File: src/rtl/axi_rd_arbiter.sv
// Two-port round-robin read arbiter in front of a single AXI4-style AR/R master.
// One transaction in flight; all outputs registered; watchdog aborts a stalled data phase.
module axi_rd_arbiter #(
    parameter int unsigned AW      = 32,
    parameter int unsigned DW      = 64,
    parameter int unsigned TIMEOUT = 255
) (
    input  logic          ACLK,
    input  logic          ARESETn,
    input  logic          req0,
    input  logic          req1,
    input  logic [AW-1:0] addr0,
    input  logic [AW-1:0] addr1,
    output logic          done0,
    output logic          done1,
    output logic          err0,
    output logic          err1,
    output logic [DW-1:0] rdata,
    output logic          ARVALID,
    input  logic          ARREADY,
    output logic [AW-1:0] ARADDR,
    output logic [2:0]    ARPROT,
    input  logic          RVALID,
    output logic          RREADY,
    input  logic          RLAST,
    input  logic [DW-1:0] RDATA
);

    typedef enum logic [1:0] {StIdle, StAddr, StData} state_e;

    localparam logic [7:0] WdogLast = 8'(TIMEOUT - 1);

    state_e        state_q, state_d;
    logic          arvalid_q, arvalid_d;
    logic [AW-1:0] araddr_q, araddr_d;
    logic [2:0]    arprot_q, arprot_d;
    logic          rready_q, rready_d;
    logic [1:0]    done_q, done_d;
    logic [1:0]    err_q, err_d;
    logic [DW-1:0] rdata_q, rdata_d;
    logic [7:0]    wdog_q, wdog_d;
    // Port of the most recent grant; doubles as the owner of the transaction in flight.
    logic          last_grant_q, last_grant_d;
    logic          grant;

    always_ff @(posedge ACLK or negedge ARESETn) begin
        if (!ARESETn) begin
            state_q      <= StIdle;
            arvalid_q    <= 1'b0;
            araddr_q     <= '0;
            arprot_q     <= 3'b000;
            rready_q     <= 1'b0;
            done_q       <= 2'b00;
            err_q        <= 2'b00;
            rdata_q      <= '0;
            wdog_q       <= 8'd0;
            last_grant_q <= 1'b1;
        end else begin
            state_q      <= state_d;
            arvalid_q    <= arvalid_d;
            araddr_q     <= araddr_d;
            arprot_q     <= arprot_d;
            rready_q     <= rready_d;
            done_q       <= done_d;
            err_q        <= err_d;
            rdata_q      <= rdata_d;
            wdog_q       <= wdog_d;
            last_grant_q <= last_grant_d;
        end
    end

    always_comb begin
        state_d      = state_q;
        arvalid_d    = arvalid_q;
        araddr_d     = araddr_q;
        arprot_d     = arprot_q;
        rready_d     = rready_q;
        done_d       = 2'b00;
        err_d        = 2'b00;
        rdata_d      = rdata_q;
        wdog_d       = wdog_q;
        last_grant_d = last_grant_q;
        grant        = 1'b0;

        unique case (state_q)
            StIdle: begin
                if (req0 || req1) begin
                    // On a tie the port that did not win last time goes next.
                    grant        = (req0 && req1) ? ~last_grant_q : req1;
                    araddr_d     = grant ? addr1 : addr0;
                    arprot_d     = grant ? 3'b000 : 3'b100;
                    arvalid_d    = 1'b1;
                    last_grant_d = grant;
                    state_d      = StAddr;
                end
            end
            StAddr: begin
                if (arvalid_q && ARREADY) begin
                    arvalid_d = 1'b0;
                    araddr_d  = '0;
                    rready_d  = 1'b1;
                    wdog_d    = 8'd0;
                    state_d   = StData;
                end
            end
            StData: begin
                if (RVALID) begin
                    rdata_d = RDATA;
                    if (RLAST) begin
                        rready_d = 1'b0;
                        done_d   = last_grant_q ? 2'b10 : 2'b01;
                        state_d  = StIdle;
                    end else begin
                        wdog_d = 8'd0;
                    end
                end else if (wdog_q == WdogLast) begin
                    rready_d = 1'b0;
                    err_d    = last_grant_q ? 2'b10 : 2'b01;
                    state_d  = StIdle;
                end else begin
                    wdog_d = wdog_q + 8'd1;
                end
            end
            default: state_d = StIdle;
        endcase
    end

    assign done0   = done_q[0];
    assign done1   = done_q[1];
    assign err0    = err_q[0];
    assign err1    = err_q[1];
    assign rdata   = rdata_q;
    assign ARVALID = arvalid_q;
    assign ARADDR  = araddr_q;
    assign ARPROT  = arprot_q;
    assign RREADY  = rready_q;

endmodule
File: config.mk
export PLATFORM = sky130hd
export DESIGN_NAME = axi_rd_arbiter
export DESIGN_NICKNAME = d
export VERILOG_FILES = /design/src/rtl/axi_rd_arbiter.sv
export SDC_FILE = /design/constraint.sdc
export NUM_CORES = 1
export LEC_CHECK = 0
export BUFFER_PORTS_ARGS = -buffer_cell sky130_fd_sc_hd__buf_2
export CORE_MARGIN = 1
export CORE_UTILIZATION = 49
export CTS_CLUSTER_SIZE = 16
export DETAILED_ROUTE_END_ITERATION = 8
export GPL_TIMING_DRIVEN = 0
export HOLD_SLACK_MARGIN = 0.12
export PLACE_DENSITY = 0.94
export SLEW_MARGIN = 25
export SYNTH_ARGS = -nofsm -noshare
export SYNTH_HDL_FRONTEND = slang
export SYNTH_SLANG_ARGS = --single-unit
File: constraint.sdc
create_clock -name ACLK -period 4.5 [get_ports ACLK]
set_input_delay 0.675 -clock ACLK [delete_from_list [all_inputs] [get_ports ACLK]]
set_output_delay 0.675 -clock ACLK [all_outputs]
set_load 0.005 [all_outputs]
[Yosys cells after proc, flatten, opt, wreduce, memory -nomap -nowiden]
Cells that the tools add are included.
Word-level totals
  input port bits: 135
  logic and storage cells: 65
  output and inout port bits: 105
  register bits: 116
Operators by class
  add/sub/neg operators: 1
  multiplexer cells: 32
  bitwise gates (word level): 1
  equality and inequality tests: 9
  reduce and logical (&&, ||, !) cells: 12
Operator list (count)
  $mux W32: 3
  $pmux W32 S2: 1
  $mux W8: 4
  $mux W2: 12
  $pmux W8 S2: 1
  $ne A3 B3 Y1 const B: 4
  $reduce_and A4 Y1: 3
  $add A8 B1 Y8 const B: 1
  $eq A8 B8 Y1 const B: 1
  $mux W1: 7
  $pmux W2 S3: 1
  $ne A2 B2 Y1 const B: 2
  $pmux W1 S2: 2
  $reduce_and A2 Y1: 2
  $reduce_bool A2 Y1: 2
  $mux W3: 1
  $reduce_and A3 Y1: 1
  $eq A2 B1 Y1 const B: 1
  $eq A2 B2 Y1 const B: 1
  $logic_and A1 B1 Y1: 2
  $logic_not A2 Y1: 1
  $logic_or A1 B1 Y1: 1
  $not A1 Y1: 1

[Logic depth before layout (Yosys ltp)]
Gate-level depths: netlist (run 1).
  word-level depth: 5
  mapped depth: 6
  gate-level depth less buffers: 6

[Worst setup path after synthesis (run 1)]
No wires, ideal clock.
  path type: input port to flip-flop
  start point: input port RVALID
  end point: register wdog_q[5]
  path buffers: 0
  required time: 4413 ps
  cell stages on the path: 3
  setup slack: 2774 ps
  setup time: 87 ps
  data arrival time: 1639 ps
  cells stage by stage: or3b_4 or4_1 o211ai_1
On the way
  cells in the longest elaborated chain, start to end: 2
  elaborated cells between the ends (all ways): 5
  those cells by class: eq/ne (2); mux (2); reduce/logical (1)
RTL lines
  from (decl): RTL line 23  | input logic RVALID,
  $ne A3 B3 Y1 (no line) or $mux W8 (tied branches)
  $reduce_and A4 Y1 (no line) or $pmux W8 S2 (tied branches)
  to (signal assigned): RTL line 67  | wdog_q <= wdog_d;
  to (decl): RTL line 41  | logic [7:0] wdog_q, wdog_d;
Several ways; a longest one is shown, not always the timed one.
A chain may end at the register's enable or synchronous reset.

[Worst setup path after layout (run 1)]
  start point: register wdog_q[0]
  end point: register wdog_q[0]
On the way
  cells in the longest elaborated chain, start to end: 4
  elaborated cells between the ends (all ways): 7
  those cells by class: add/sub (1); eq/ne (2); mux (3); reduce/logical (1)
RTL lines
  $add A8 B1 Y8: RTL line 121  | wdog_d = wdog_q + 8'd1;
  $mux W8: RTL line 116  | end else if (wdog_q == WdogLast) begin
  $mux W8: RTL line 107  | if (RVALID) begin
  $pmux W8 S2: RTL line 85  | unique case (state_q)
Several ways; a longest one is shown, not always the timed one. The select of a mux whose other input is x is not followed.

==> impl_metrics.json, run 1 <==
{
  "die_area_sq_um": 10000,
  "yosysSeqAreaShare": 0.606,
  "post_cts_resized": 0,
  "ios": 240,
  "crit_end": "wdog_q[0]",
  "crit_start": "wdog_q[0]",
  "synth.mux.area_fraction": 0.221,
  "syn_to_final_growth_pct": 42.5,
  "dp_slack_ps": 2490,
  "fin_skew_ps": 11.3,
  "initial_core_util": 0.507,
  "r2r_slack_ps": 2740,
  "synth_top_area_share": 0.601,
  "finalWirelength_mm": 13.2,
  "drt_iter0_drc": 283,
  "worstPathArrival_ps": 2170,
  "synth_top_family_by_area": "multiplexers",
  "synth_area_leader_cell": "dfrtp_1",
  "syn_area_sq_um": 4710,
  "timing.final.ws_setup_ps": 2740,
  "grt_pass1_vias": 4173,
  "synth_edf_count": 0,
  "powerDensity_nw_per_um2": 668,
  "path_clk_slew_ps": 50,
  "finalHoldViolCount": 0,
  "synth-seq-cells": 114,
  "cts_sinks": 114,
  "cts_tree": "yes",
  "ys.flop_type": "dfrtp_1",
  "dieHeight_um": 100,
  "cts-root-buf": "clkbuf_8",
  "grt_remaining_overflow": 0,
  "slew-limit-headroom": 0.652,
  "grt_pass1_wl_mm": 20.8,
  "synth-simple-area-share": 0.0675,
  "tightest_slew_ps": 521,
  "gp_congestion": 0.778,
  "fp-row-count": 35,
  "whs_ps": 372,
  "cp_slowest_stage_delay_ps": 420,
  "worst_path_max_delay_cell": "nor2_1",
  "antenna_cells": 0,
  "antenna_found_initial": 0,
  "required_ps": 4910,
  "grt_max_degree": 78,
  "cts_buffers": 17,
  "yosys.cell_types.count": 37,
  "synth_cells": 365,
  "worstSetupPathDepth": 6,
  "setup_viol": 0,
  "core_sq_um": 9280,
  "crit_path_end_kind": "flip-flop",
  "vias": 3992,
  "synthAdderAreaFrac": 0.00531,
  "hpwl_mm": 9.57,
  "postRouteAntennaNets": 0,
  "tns_ps": 0,
  "ys_top_cells_by_area": "dfrtp_1, mux2_2, mux2i_1",
  "viasPerCell": 5.21,
  "clock_latency_ps": 500,
  "routedWlPerCell_um": 17.2,
  "finalCritPeriodShare": 0.391,
  "cellLeakagePower_nw": 3.42,
  "synth_compound_area_frac": 0.0702,
  "reg2reg_to": "wdog_q[0]",
  "reg2reg_depth": 6,
  "maxCapViolCount": 0,
  "ir_drop_v": 0.000291,
  "drive_above_1_share": 0.549,
  "synth-xor-area-share": 0,
  "crit_type": "flip-flop to flip-flop",
  "min_path_type": "primary input to flip-flop",
  "h-tree-depth": 4,
  "crit_chain": "inv_1 > ha_1 > nand3_1 > nor2_1 > a21boi_0 > o21ai_0",
  "drt-pass1-iter-count": 5,
  "max_freq_ghz": 0.568,
  "synth-async-reset-ratio": 1.00,
  "path_buf_inv": 1,
  "min_period_ps": 1760,
  "drc": 0,
  "fin_nets": 761,
  "grt.total_usage": 0.276,
  "start_kind": "flip-flop",
  "final_max_slew_viol_count": 0,
  "status": "completed",
  "crit_fanout": 9,
  "crit_family": "simple AND/OR/NAND/NOR gates",
  "post_cts_buffers": 0,
  "rsz0062_at_grt": "no",
  "fp.dieW_um": 100,
  "r2r-start": "wdog_q[0]",
  "yosysWarnings": 0,
  "io_buffers": 237,
  "cts_buffer_depth": 2,
  "synth_area_per_cell_sq_um": 12.9
}
## area by class of cell
cell class	instances	area, sq um
Timing Repair Buffer	239	1230
Clock inverter	13	175
Buffer	20	118
Tap cell	129	161
Inverter	5	18.8
Clock buffer	19	432
Fill cell	626	2570
Sequential cell	114	2850
Multi-Input combinational cell	227	1720
## through the flow
stage	power, mW	cells	cell area [sq um]	utilization
6_report	4.48	766	6710	0.723
4_1_cts	4.50	766	6710	0.723
5_1_grt	4.73	766	6710	0.723
3_5_place_dp	3.11	733	6090	0.656
3_3_place_gp	2.99	732	6060	0.653
2_1_floorplan	2.37	366	4710	-
## power by group
part           switching, mW  internal [mW]  leakage, nW  total, mW
Sequential             0.263           1.47         1.41       1.74
Clock                  0.483          0.867        0.290       1.35
Combinational          0.676          0.717         1.71       1.39
Total                   1.42           3.06         3.42       4.48
## state kept, by name, indices dropped and copies added, names as in the netlist
name	cells
wdog_q	8
ARVALID	1
RREADY	1
state_q	2
done_q	2
err_q	2
rdata	64
ARPROT	1
last_grant_q	1
ARADDR	32
## how the worst min path moves through the flow
stage,from,to,depth (start not counted)
after floorplan,ARESETn,ARADDR[0],0
after global placement,ARADDR[7],ARADDR[7],2
after detailed placement,ARADDR[31],ARADDR[31],2
after CTS,req0,last_grant_q,2
after global routing,req0,last_grant_q,2
final,req0,last_grant_q,2
## synth_stat cells, drive strengths merged (3+ instances only)
master	instances
nor2	7
o21ai	38
mux2	64
clkbuf	6
inv	5
mux2i	32
nand2	43
dfrtp	113
nand3	3
a21oi	6
buf	14
## logic make-up (layout without fill, tap and decap cells)
family | Yosys count | count (layout)
simple gates | 69 | 69
mux | 96 | 96
flops | 114 | 114
other cells | 1 | 2
buf+inv | 25 | 296
fa+ha+maj | 2 | 2
compound gates | 58 | 58
## per-layer routing
layer | global-route usage | part of all wire | routed length (um)
met1 | 0.291 | 0.36 | 4730
met2 | 0.490 | 0.52 | 6880
met3 | 0.0850 | 0.073 | 965
met4 | 0.155 | 0.047 | 622
met5 | 0 | 0 | 0
## timing repair
item	CTS	global route
setup endpoints to repair	0	0
hold endpoints to repair	37	0
hold buffers	1	0
## layout by cell type (no fill, tap or decap), drive strengths merged, types with 5 or more instances in the layout
cell / netlist / final
buf: 14 / 252
dfrtp: 113 / 113
mux2: 64 / 64
nand2: 43 / 43
o21ai: 38 / 38
mux2i: 32 / 32
clkbuf: 6 / 25
inv: 5 / 8
nor2: 7 / 7
a21oi: 6 / 6
clkinv: 0 / 5
Power figures use the tool's default switching activity.
==> run 2: changes to the inputs <==
--- a/config.mk
+++ b/config.mk
@@ -7,12 +7,12 @@
 export LEC_CHECK = 0
 export BUFFER_PORTS_ARGS = -buffer_cell sky130_fd_sc_hd__buf_2
 export CORE_MARGIN = 1
-export CORE_UTILIZATION = 49
+export CORE_UTILIZATION = 41
 export CTS_CLUSTER_SIZE = 16
 export DETAILED_ROUTE_END_ITERATION = 8
 export GPL_TIMING_DRIVEN = 0
 export HOLD_SLACK_MARGIN = 0.12
-export PLACE_DENSITY = 0.94
+export PLACE_DENSITY = 0.85
 export SLEW_MARGIN = 25
 export SYNTH_ARGS = -nofsm -noshare
 export SYNTH_HDL_FRONTEND = slang
==> constraint.sdc (replaced) <==
create_clock -name ACLK -period 1.6 [get_ports ACLK]
set_input_delay 0.24 -clock ACLK [delete_from_list [all_inputs] [get_ports ACLK]]
set_output_delay 0.24 -clock ACLK [all_outputs]
set_load 0.005 [all_outputs]
==> impl_metrics.json, run 2 (synthesis results as in run 1) <==
{
  "status": "finished with violations",
  "violations": "setup timing",
  "final_max_slew_viol_count": 0,
  "path_clk_slew_ps": 50,
  "cts_tree": "yes",
  "tns_ps": -7.17,
  "clock_latency_ps": 410,
  "grt_pass1_vias": 4594,
  "finalWirelength_mm": 16.4,
  "slew-limit-headroom": 0.647,
  "vias": 4410,
  "ios": 240,
  "cellLeakagePower_nw": 3.91,
  "cts_buffer_depth": 2,
  "fin_skew_ps": 13.4,
  "drt-pass1-iter-count": 4,
  "rsz0062_at_grt": "yes",
  "grt.total_usage": 0.255,
  "viasPerCell": 5.09,
  "die_area_sq_um": 11900,
  "min_period_ps": 1610,
  "gp_congestion": 0.794,
  "fp-row-count": 38,
  "final_common_cell": "buf_2",
  "worstPathArrival_ps": 1930,
  "fin_nets": 851,
  "fp.dieW_um": 109,
  "ir_drop_v": 0.00103,
  "tightest_slew_ps": 529,
  "cts_buffers": 17,
  "multi_input_area_sq_um": 1800,
  "crit_path_end_kind": "flip-flop",
  "fill_cells": 707,
  "drt_iter0_drc": 265,
  "regArea_sq_um": 2860,
  "cts_sinks": 114,
  "maxCapViolCount": 0,
  "dp_slack_ps": -178,
  "crit_type": "flip-flop to flip-flop",
  "syn_to_final_growth_pct": 67.4,
  "drc": 0,
  "max_freq_ghz": 0.622,
  "largest_reg_flops": 64,
  "start_kind": "flip-flop",
  "hpwl_mm": 9.16,
  "powerDensity_nw_per_um2": 1730,
  "min_path_type": "primary input to flip-flop",
  "postRouteAntennaNets": 0,
  "finalCritPeriodShare": 1.00,
  "final_cell_mix": "buf_2, dfrtp_1, dlygate4sd3_1, mux2_2, nand2_1",
  "antenna_found_initial": 1,
  "cts-root-buf": "clkbuf_16",
  "h-tree-depth": 4,
  "finalHoldViolCount": 0,
  "fin_cells": 866,
  "io_buffers": 237,
  "grt_pass1_wl_mm": 22.4,
  "routedWlPerCell_um": 19.0,
  "core_sq_um": 11000,
  "setup_viol": 1,
  "initial_core_util": 0.427,
  "crit_fanout": 8,
  "dieHeight_um": 109,
  "grt_remaining_overflow": 0,
  "required_ps": 1920,
  "timing.final.ws_setup_ps": -7.17,
  "placed_cells": 744,
  "power.total_mw": 13.6,
  "drive_above_1_share": 0.516,
  "grt_max_degree": 61
}
## run 2: changes by cell type in the layout (fill, tap and decap cells not counted), moves of 4 or more
| cell | before | now |
|---|---|---|
| buf_12 | 0 | 4 |
| clkbuf_16 | 16 | 23 |
| dlygate4sd3_1 | 1 | 80 |
| mux2_2 | 64 | 56 |
| mux2_4 | 0 | 8 |
## run 2: cell type report
type,instances,area share
Clock inverter,10,0.0232
Inverter,5,0.00238
Sequential cell,114,0.362
Clock buffer,20,0.0579
Antenna cell,1,0.000317
Timing Repair Buffer,329,0.280
Tap cell,140,0.0222
Buffer,20,0.0236
Multi-Input combinational cell,227,0.228
## run 2: power by group
part	internal, mW	leakage, nW	switching [mW]
sequential	4.15	1.41	0.796
combinational	2.42	2.18	2.07
clock	2.82	0.316	1.35
## run 2: final timing paths
kind,from,end,slack (ps),cells past startpoint
worst max-delay path,state_q[0],wdog_q[5],-7,3
worst max register to register,state_q[0],wdog_q[5],-7,3
worst min register to register,ARADDR[10],ARADDR[10],480,2
min in group asynchronous,ARESETn,rdata[18],400,2
max in group asynchronous,ARESETn,last_grant_q,460,3
worst min-delay path,addr1[22],ARADDR[22],130,3
## run 2: critical path, stage by stage, from the launching register on
cell and delay, ps:
dfrtp_2 470, or3b_4 430, or4_1 520, o211ai_1 110
## run 2: timing repair
item / in CTS / in global routing
resized for setup: 14 / 38
hold endpoints to repair: 127 / 0
setup endpoints to repair: 71 / 92
gates cloned: 0 / 6
buffers inserted: 1 / 4
pin swaps: 1 / 1
hold buffers: 80 / 0
## run 2: routing by layer
metal	vias to the layer above	share of wire	GRT usage
met5	-	0	0
met1	2120	0.36	0.254
li1	1989	-	-
met2	234	0.51	0.457
met3	67	0.076	0.0915
met4	0	0.055	0.138
## run 2: stage by stage
stage | area [sq um] | hold WS [ps] | util
6_report | 7880 | 131 | 0.715
5_1_grt | 7880 | 129 | 0.715
4_1_cts | 7590 | 120 | 0.688
3_5_place_dp | 6110 | 234 | 0.554
3_3_place_gp | 6070 | 429 | 0.551
2_1_floorplan | 4710 | -55.6 | -
